<file path="config.mk">
export PLATFORM = sky130hd
export DESIGN_NAME = uart_tx_subsystem_flat
export DESIGN_NICKNAME = d
export VERILOG_FILES = /design/src/rtl/uart_tx_subsystem_if.sv /design/src/rtl/uart_tx_subsystem.sv /design/src/flat_wrapper.sv
export SDC_FILE = /design/constraint.sdc
export NUM_CORES = 1
export LEC_CHECK = 0
export ABC_CLOCK_PERIOD_IN_PS = 1800
export BUFFER_PORTS_ARGS = -buffer_cell sky130_fd_sc_hd__buf_2
export CORE_MARGIN = 2
export CORE_UTILIZATION = 30
export CTS_CLUSTER_DIAMETER = 50
export DETAILED_ROUTE_END_ITERATION = 7
export GPL_TIMING_DRIVEN = 0
export PLACE_DENSITY_LB_ADDON = 0.3
export SYNTH_ARGS = -nofsm -noshare
export SYNTH_HDL_FRONTEND = slang
export SYNTH_HIERARCHICAL = 1
export SYNTH_SLANG_ARGS = --single-unit
</file>
<file path="constraint.sdc">
create_clock -name clk -period 1.8 [get_ports clk]
set_input_delay 0.27 -clock clk [delete_from_list [all_inputs] [get_ports clk]]
set_output_delay 0.27 -clock clk [all_outputs]
set_load 0.02 [all_outputs]
</file>
<file path="src/rtl/uart_tx_subsystem_if.sv">
// Producer-side handshake and serial line of the UART transmit path.
// The producer drives start/data_in; the transmitter returns tx, tx_busy and the baud strobe.
interface uart_tx_subsystem_if #(
  parameter int DATA_WIDTH = 8
);
  logic                  start;
  logic [DATA_WIDTH-1:0] data_in;
  logic                  tx;
  logic                  tx_busy;
  logic                  baud_tick;

  modport master (
    output start, data_in,
    input  tx, tx_busy, baud_tick
  );

  modport slave (
    input  start, data_in,
    output tx, tx_busy, baud_tick
  );
endinterface

</file>
<file path="src/rtl/uart_tx_subsystem.sv">
// UART transmit path: a free-running oversampled baud strobe generator feeding a
// start/data/[parity]/stop frame serializer with a start/busy producer handshake.
module Baud_Tick #(
  parameter int BAUD_RATE  = 9600,
  parameter int CLOCK_FREQ = 50_000_000,
  parameter int OVERSAMPLE = 16
) (
  input  logic clk,
  input  logic rst_n,
  output logic baud_tick
);
  localparam int DIV_RAW = CLOCK_FREQ / (BAUD_RATE * OVERSAMPLE);
  localparam int DIV     = (DIV_RAW < 1) ? 1 : DIV_RAW;
  localparam int CW      = (DIV > 1) ? $clog2(DIV) : 1;
  localparam logic [CW-1:0] CNT_LAST = CW'(DIV - 1);

  logic [CW-1:0] cnt_q, cnt_d;
  logic          tick_q, tick_d;

  always_comb begin
    cnt_d  = (cnt_q == CNT_LAST) ? '0 : cnt_q + 1'b1;
    tick_d = (cnt_q == CNT_LAST);
  end

  always_ff @(posedge clk or negedge rst_n) begin
    if (!rst_n) begin
      cnt_q  <= '0;
      tick_q <= 1'b0;
    end else begin
      cnt_q  <= cnt_d;
      tick_q <= tick_d;
    end
  end

  assign baud_tick = tick_q;
endmodule

module UART_TX #(
  parameter int DATA_WIDTH = 8,
  parameter int BAUD_RATE  = 9600,
  parameter int CLOCK_FREQ = 50_000_000,
  parameter int OVERSAMPLE = 16,
  parameter int PARITY     = 0
) (
  input  logic                  clk,
  input  logic                  rst_n,
  input  logic                  baud_tick,
  input  logic                  start,
  input  logic [DATA_WIDTH-1:0] data_in,
  output logic                  tx,
  output logic                  tx_busy
);
  localparam int TW = (OVERSAMPLE > 1) ? $clog2(OVERSAMPLE) : 1;
  localparam int BW = (DATA_WIDTH > 1) ? $clog2(DATA_WIDTH) : 1;
  localparam logic [TW-1:0] TICK_LAST = TW'(OVERSAMPLE - 1);
  localparam logic [BW-1:0] BIT_LAST  = BW'(DATA_WIDTH - 1);

  // Rate parameters only document the intended line speed; timing comes from baud_tick.
  if (BAUD_RATE <= 0 || CLOCK_FREQ <= 0) begin : g_rate_info_unused
  end

  typedef enum logic [2:0] {S_IDLE, S_START, S_DATA, S_PARITY, S_STOP} state_t;

  state_t                state_q, state_d;
  logic [DATA_WIDTH-1:0] shreg_q, shreg_d;
  logic [TW-1:0]         tick_q, tick_d;
  logic [BW-1:0]         bit_q, bit_d;
  logic                  par_q, par_d;
  logic                  tx_q, tx_d;
  logic                  bit_done;

  assign bit_done = baud_tick && (tick_q == TICK_LAST);

  always_comb begin
    state_d = state_q;
    shreg_d = shreg_q;
    tick_d  = tick_q;
    bit_d   = bit_q;
    par_d   = par_q;

    // Ticks are only counted inside a frame, so one landing on the accept edge is dropped.
    if (state_q != S_IDLE && baud_tick) begin
      tick_d = bit_done ? '0 : tick_q + 1'b1;
    end

    case (state_q)
      S_IDLE: begin
        if (start) begin
          state_d = S_START;
          shreg_d = data_in;
          tick_d  = '0;
          bit_d   = '0;
          par_d   = (PARITY == 2) ? ~(^data_in) : ^data_in;
        end
      end
      S_START: begin
        if (bit_done) state_d = S_DATA;
      end
      S_DATA: begin
        if (bit_done) begin
          shreg_d = shreg_q >> 1;
          bit_d   = bit_q + 1'b1;
          if (bit_q == BIT_LAST) state_d = (PARITY != 0) ? S_PARITY : S_STOP;
        end
      end
      S_PARITY: begin
        if (bit_done) state_d = S_STOP;
      end
      S_STOP: begin
        if (bit_done) state_d = S_IDLE;
      end
      default: state_d = S_IDLE;
    endcase

    // Line level is decoded from next state so tx is a clean register output.
    case (state_d)
      S_START:  tx_d = 1'b0;
      S_DATA:   tx_d = shreg_d[0];
      S_PARITY: tx_d = par_d;
      default:  tx_d = 1'b1;
    endcase
  end

  always_ff @(posedge clk or negedge rst_n) begin
    if (!rst_n) begin
      state_q <= S_IDLE;
      shreg_q <= '0;
      tick_q  <= '0;
      bit_q   <= '0;
      par_q   <= 1'b0;
      tx_q    <= 1'b1;
    end else begin
      state_q <= state_d;
      shreg_q <= shreg_d;
      tick_q  <= tick_d;
      bit_q   <= bit_d;
      par_q   <= par_d;
      tx_q    <= tx_d;
    end
  end

  assign tx      = tx_q;
  assign tx_busy = (state_q != S_IDLE);
endmodule

module uart_tx_subsystem #(
  parameter int DATA_WIDTH = 8,
  parameter int BAUD_RATE  = 9600,
  parameter int CLOCK_FREQ = 50_000_000,
  parameter int OVERSAMPLE = 16,
  parameter int PARITY     = 0
) (
  input  logic                clk,
  input  logic                rst_n,
  uart_tx_subsystem_if.slave  tx_if
);
  logic baud_tick;

  Baud_Tick #(
    .BAUD_RATE  (BAUD_RATE),
    .CLOCK_FREQ (CLOCK_FREQ),
    .OVERSAMPLE (OVERSAMPLE)
  ) u_baud_tick (
    .clk       (clk),
    .rst_n     (rst_n),
    .baud_tick (baud_tick)
  );

  UART_TX #(
    .DATA_WIDTH (DATA_WIDTH),
    .BAUD_RATE  (BAUD_RATE),
    .CLOCK_FREQ (CLOCK_FREQ),
    .OVERSAMPLE (OVERSAMPLE),
    .PARITY     (PARITY)
  ) u_uart_tx (
    .clk       (clk),
    .rst_n     (rst_n),
    .baud_tick (baud_tick),
    .start     (tx_if.start),
    .data_in   (tx_if.data_in),
    .tx        (tx_if.tx),
    .tx_busy   (tx_if.tx_busy)
  );

  assign tx_if.baud_tick = baud_tick;
endmodule

</file>
<file path="src/flat_wrapper.sv">
// flat-port wrapper written by rule: the top's interface ports become plain ports
module uart_tx_subsystem_flat 
#(
  parameter int DATA_WIDTH = 8,
  parameter int BAUD_RATE  = 9600,
  parameter int CLOCK_FREQ = 50_000_000,
  parameter int OVERSAMPLE = 16,
  parameter int PARITY     = 0
)
  (clk, rst_n, tx_if_start, tx_if_data_in, tx_if_tx, tx_if_tx_busy, tx_if_baud_tick);
  uart_tx_subsystem_if #(.DATA_WIDTH(DATA_WIDTH)) tx_if_i ();
  input  logic clk;
  input  logic rst_n;
  input wire logic [$bits(tx_if_i.start)-1:0] tx_if_start;
  input wire logic [$bits(tx_if_i.data_in)-1:0] tx_if_data_in;
  output wire logic [$bits(tx_if_i.tx)-1:0] tx_if_tx;
  output wire logic [$bits(tx_if_i.tx_busy)-1:0] tx_if_tx_busy;
  output wire logic [$bits(tx_if_i.baud_tick)-1:0] tx_if_baud_tick;
  assign tx_if_i.start = tx_if_start;
  assign tx_if_i.data_in = tx_if_data_in;
  assign tx_if_tx = tx_if_i.tx;
  assign tx_if_tx_busy = tx_if_i.tx_busy;
  assign tx_if_baud_tick = tx_if_i.baud_tick;
  uart_tx_subsystem #(.DATA_WIDTH(DATA_WIDTH), .BAUD_RATE(BAUD_RATE), .CLOCK_FREQ(CLOCK_FREQ), .OVERSAMPLE(OVERSAMPLE), .PARITY(PARITY)) u_core (.clk(clk), .rst_n(rst_n), .tx_if(tx_if_i));
endmodule
</file>
; ---- Yosys cells after proc, flatten, opt, wreduce, memory -nomap -nowiden
; Index checks and enable logic that the tools add are counted.
[totals]
regBits = 30
wordCells = 52
input_bits = 11
out_inout_bits = 3
[classes]
add_sub_neg = 3
n_reduce_logical = 7
n_eq_ne = 12
mux = 21
[ops]
columns = operator, n
row1 = 2-to-1 mux 3 bit, 8
row2 = 2-to-1 mux 4 bit, 4
row3 = 2-to-1 mux 8 bit, 2
row4 = case mux 8 bit (2 select lines), 1
row5 = case mux 3 bit (5 select lines), 1
row6 = == test 3 x 2 -> 1 bit (second input constant), 4
row7 = adder 9 x 1 -> 9 bit (second input constant), 1
row8 = == test 9 bit (second input constant), 1
row9 = 2-to-1 mux 9 bit, 1
row10 = XOR reduction 8 bit, 1
row11 = == test 3 x 1 -> 1 bit (second input constant), 2
row12 = == test 3 bit (second input constant), 2
row13 = case mux 3 bit (2 select lines), 1
row14 = adder 4 x 1 -> 4 bit (second input constant), 1
row15 = == test 4 bit (second input constant), 1
row16 = inequality test 2 bit (second input constant), 2
row17 = adder 3 x 1 -> 3 bit (second input constant), 1
row18 = zero test 3 bit, 1
row19 = case mux 1 bit (3 select lines), 1
row20 = AND reduction 3 bit, 1
row21 = nonzero test 3 bit, 1
row22 = logical AND 1 bit, 2
row23 = 2-to-1 mux 1 bit, 2
row24 = nonzero test 2 bit, 1

; ---- Logic depth before layout (Yosys ltp)
[depth]
depth_word = 6
ltp_mapped = 7
ltp_nobuf = 6

; ---- Cells and area by module
; Netlist, hierarchy kept.
[by_module_without_submodules]
columns = module, cells_each, n_inst, area_per_inst_um2
row1 = UART_TX, 99, 1, 1056.0
row2 = Baud_Tick, 42, 1, 449.2

; ---- Least setup slack after synthesis
; OpenSTA, ideal clock, no wires.
[synth_path]
kind = flip-flop to flip-flop
from = register u_core.u_uart_tx.tick_q[0]
to = register u_core.u_uart_tx.tx_q (netlist: u_core/u_uart_tx/tx)
path_stages_with_launch = 7
n_path_buf = 1
setup_time_ns = 0.087
path_slack_ns = 0.189
required_ns = 1.713
t_arrival_ns = 1.525
path_cell_list = dfrtp_1 > ha_1 > and4_4 > buf_6 > a32o_1 > a2111oi_2 > o22ai_1
[synth_between]
elab_chain_cells = 6
word_cells_on_any_way = 13
cone_classes = eq/ne (4) / mux (8) / reduce/logical (1)
[synth_lines]
columns = element, line_no
row1 = start: declaration, uart_tx_subsystem.sv:66  ; logic [TW-1:0] tick_q, tick_d;
row2 = start signal: assignment, uart_tx_subsystem.sv:135  ; tick_q <= tick_d;
row3 = == test 4 bit *, uart_tx_subsystem.sv:72  ; assign bit_done = baud_tick && (tick_q == TICK_LAST);
row4 = logical AND 1 bit *, uart_tx_subsystem.sv:72
row5 = 2-to-1 mux 3 bit (on tied branches), -
row6 = case mux 3 bit (5 select lines), uart_tx_subsystem.sv:86  ; case (state_q)
row7 = == test 3 x 2 -> 1 bit or == test 3 x 1 -> 1 bit (tied branches), uart_tx_subsystem.sv:116  ; case (state_d)
row8 = case mux 1 bit (3 select lines) *, uart_tx_subsystem.sv:116
row9 = via u_core.u_uart_tx.tx_d, uart_tx_subsystem.sv:69  ; logic tx_q, tx_d;
row10 = end signal: assignment, uart_tx_subsystem.sv:138  ; tx_q <= tx_d;
row11 = end: declaration, uart_tx_subsystem.sv:69
; The timed path passes the listed nets; every way through them passes the cells marked *. The select of a mux whose other input is x is not followed.
; A chain may end at the register's enable or synchronous reset.

; ---- Worst setup path after layout
; Same ends and word-level chain as after synthesis.

==> results.json <==
{
  "whs_ns": 0.02632,
  "fmax_mhz": 586.7,
  "drc_errors": 0,
  "worstSetupPathType": "flop to flop",
  "portBuffers": 13,
  "slowest_stage": "dfrtp_1",
  "die_h_um": 74.83,
  "slew_violations": 0,
  "synth_warnings": 6,
  "synth_top_area_cell": "dfrtp_1",
  "register_area_um2": 752.0,
  "leakage_nw": 0.7650,
  "ys_seq_elements": 30,
  "combPwrFrac_pct": 5.6,
  "tritoncts": "built",
  "fillers": 480,
  "hold_viol": 0,
  "p_sw_share_pct": 21.83,
  "die-area_mm2": 0.005600,
  "cp-start-kind": "flop",
  "fin_crit_sh_pct": 94.69,
  "netlist_instances": 141,
  "place_congestion": 0.7984,
  "start_util_pct": 31.45,
  "layout.cells.non_filler": 229,
  "antenna_found_initial": 0,
  "arrival_ns": 1.90,
  "grt_max_degree": 31,
  "clockBufferDepth": 2,
  "cp-end-kind": "flop",
  "numCtsBuffers": 5,
  "design.portCount": 14,
  "finClkSkew_ns": 0.002963,
  "ys_types": 37,
  "cts.sinks": 30,
  "p_int_mw": 0.9938,
  "worst-path-buf-inv": 1,
  "seqPwrFrac_pct": 54.5,
  "p_total_mw": 1.271,
  "cp_top_family": "compound AO/OA/AOI/OAI gates",
  "setup_ws_ns": 0.09559,
  "fp.dieW_um": 74.83,
  "syn_area_mm2": 0.001505,
  "grt_usage_pct": 12.03,
  "slew_headroom_pct": 55.82,
  "wl_per_cell_um": 12.27,
  "rows": 25,
  "setup_violations": 0,
  "drv_cap": 0,
  "synthTopCellsByCount": "29 x dfrtp_1, 18 x nand2_1, 11 x nor2_1",
  "cts_resized": 0,
  "synth.net_count": 157,
  "power_switching_mw": 0.2775,
  "drtIter0Drc": 64,
  "setup_tns_ns": 0,
  "dp.cells": 221,
  "yosys-top-cells-area": "dfrtp_1 48%, xnor2_1 5.2%, nand2_1 4.5%, ha_1 4.2%, a22oi_1 3.0%",
  "path_cells": "ha_2, and4_4, buf_6, a32o_1, a2111oi_4, o22ai_1",
  "num_antenna_cells": 0,
  "worstMarginPinSlew_ns": 0.6627,
  "vias": 1116,
  "cts_setup_buffers": 0,
  "outcome": "finished, final reports clean",
  "cts-hold-fix-buffers": 0,
  "multiInputGateArea_um2": 716.9,
  "clk_latency_ns": 0.28,
  "drt_first_pass_iters": 4,
  "drtAntennaViolNets": 0,
  "power_frac_clock_pct": 39.8,
  "min_period_ns": 1.704,
  "grt_pass1_vias": 1139,
  "vdd.ir_drop.worst_v": 0.0002624,
  "async_flop_share_pct": 100.0,
  "path_max_fanout": 5,
  "cts_htree_levels": 2,
  "yosysMostFrequentCell": "dfrtp_1",
  "synth_edf_count": 0,
  "dpl.hpwl_um": 1950,
  "cp.required_ns": 2.00,
  "p_per_area_mw_per_mm2": 724.2,
  "viasPerCell": 4.873,
  "nets": 177,
  "dp_slack_ns": 0.04458,
  "netlist.area_leader.share_pct": 48.21,
  "grt-ovfl-total": 0,
  "area_growth_pct": 16.62,
  "ctsRootBufferMaster": "clkbuf_8",
  "drive_gt1_share_pct": 20.37,
  "postSynthAreaPerCell_um2": 10.68,
  "slowest_delay_ns": 0.41,
  "wl_um": 2810,
  "grt_pass1_wl_um": 5043,
  "seq_area_frac_synth_pct": 49.96,
  "synthFlopType": "dfrtp_1",
  "hold_class": "input pin to async pin",
  "core-area_mm2": 0.004786,
  "path_clk_slew_ns": 0.06,
  "grt_setup_unrepaired": "false"
}
-- sequential cells by signal (all words and copies together) (netlist names) --
register	flops
u_core/u_uart_tx/tick_q	4
u_core/u_baud_tick/cnt_q	9
u_core/u_uart_tx/state_q	3
u_core/u_uart_tx/tx	1
u_core/u_uart_tx/bit_q	3
u_core/u_uart_tx/par_q	1
u_core/u_baud_tick/baud_tick	1
u_core/u_uart_tx/shreg_q	8
-- power by group through the flow --
stage               Combinational (mW)  Sequential, mW  Clock (mW)
detailed placement              0.0729           0.705           0
finish                          0.0717           0.693       0.506
global placement                0.0708           0.705           0
CTS                             0.0733           0.693       0.527
global route                    0.0823           0.694       0.556
floorplan                       0.0391           0.704           0
-- per-layer routing --
layer	wire length [µm]	vias up	global-route usage [%]
li1	-	542	-
met1	1315	536	15.24
met2	1300	28	16.96
met3	110	10	4.284
met4	83	0	8.532
met5	0	-	0
-- worst paths after layout --
check,startpoint,cells past startpoint,slack (ns),to
max reg2reg,u_core/u_uart_tx/tick_q[0],6,0.1,u_core/u_uart_tx/tx
min,rst_n,1,0.03,u_core/u_uart_tx/shreg_q[0]
max in group asynchronous,rst_n,1,1.35,u_core/u_uart_tx/shreg_q[4]
min reg2reg,u_core/u_uart_tx/shreg_q[5],2,0.48,u_core/u_uart_tx/shreg_q[5]
max,u_core/u_uart_tx/tick_q[0],6,0.1,u_core/u_uart_tx/tx
min in group clk,tx_if_data_in[4],3,0.24,u_core/u_uart_tx/shreg_q[4]
-- layout make-up --
cell class	count	share of cell area [%]
buffer	6	2.423
clock buffer	8	4.562
inverter	4	0.8553
multi-input combinational	101	40.84
sequential	30	42.84
tap	67	4.775
timing repair buffer	13	3.706
-- kinds of logic (layout without fill, tap and decap cells) --
logic type / count (synthesis) / in the layout / synth area share [%]
XOR/XNOR: 12 / 12 / 6.983
multiplexers: 2 / 2 / 1.413
buffers and inverters: 10 / 31 / 3.823
AO/OA/AOI/OAI: 30 / 30 / 14.38
adder cells (fa/ha/maj): 5 / 5 / 4.156
AND/OR/NAND/NOR: 52 / 52 / 19.28
flip-flops: 30 / 30 / 49.96
-- through the flow --
step	area, µm²	utilization, %
2_1_floorplan	1505	-
3_3_place_gp	1654	34.56
3_5_place_dp	1654	34.56
4_1_cts	1734	36.24
5_1_grt	1755	36.68
6_report	1755	36.68
-- worst reg2reg max path, delay by kind of cell (launching register included) --
kind,cells,cell delay [ns]
AO/OA/AOI/OAI,3,0.70
adder cells (fa/ha/maj),1,0.22
flip-flops,1,0.41
AND/OR/NAND/NOR,1,0.18
buffers and inverters,1,0.12
-- cells in the final DEF, fill, tap and decap left out, drive strengths merged, types with 2 or more instances in the layout --
cell,count
o21ai,6
nor2b,2
a22o,3
a22oi,6
or3,2
and2,2
xnor2,9
clkbuf,8
nand2,18
a21oi,6
inv,4
ha,5
nand4,3
nand3,5
dfrtp,29
nand4bb,2
o31ai,2
xor2,3
a32o,3
buf,19
nor2,11
Note: power is estimated with default switching activity, not from simulation.
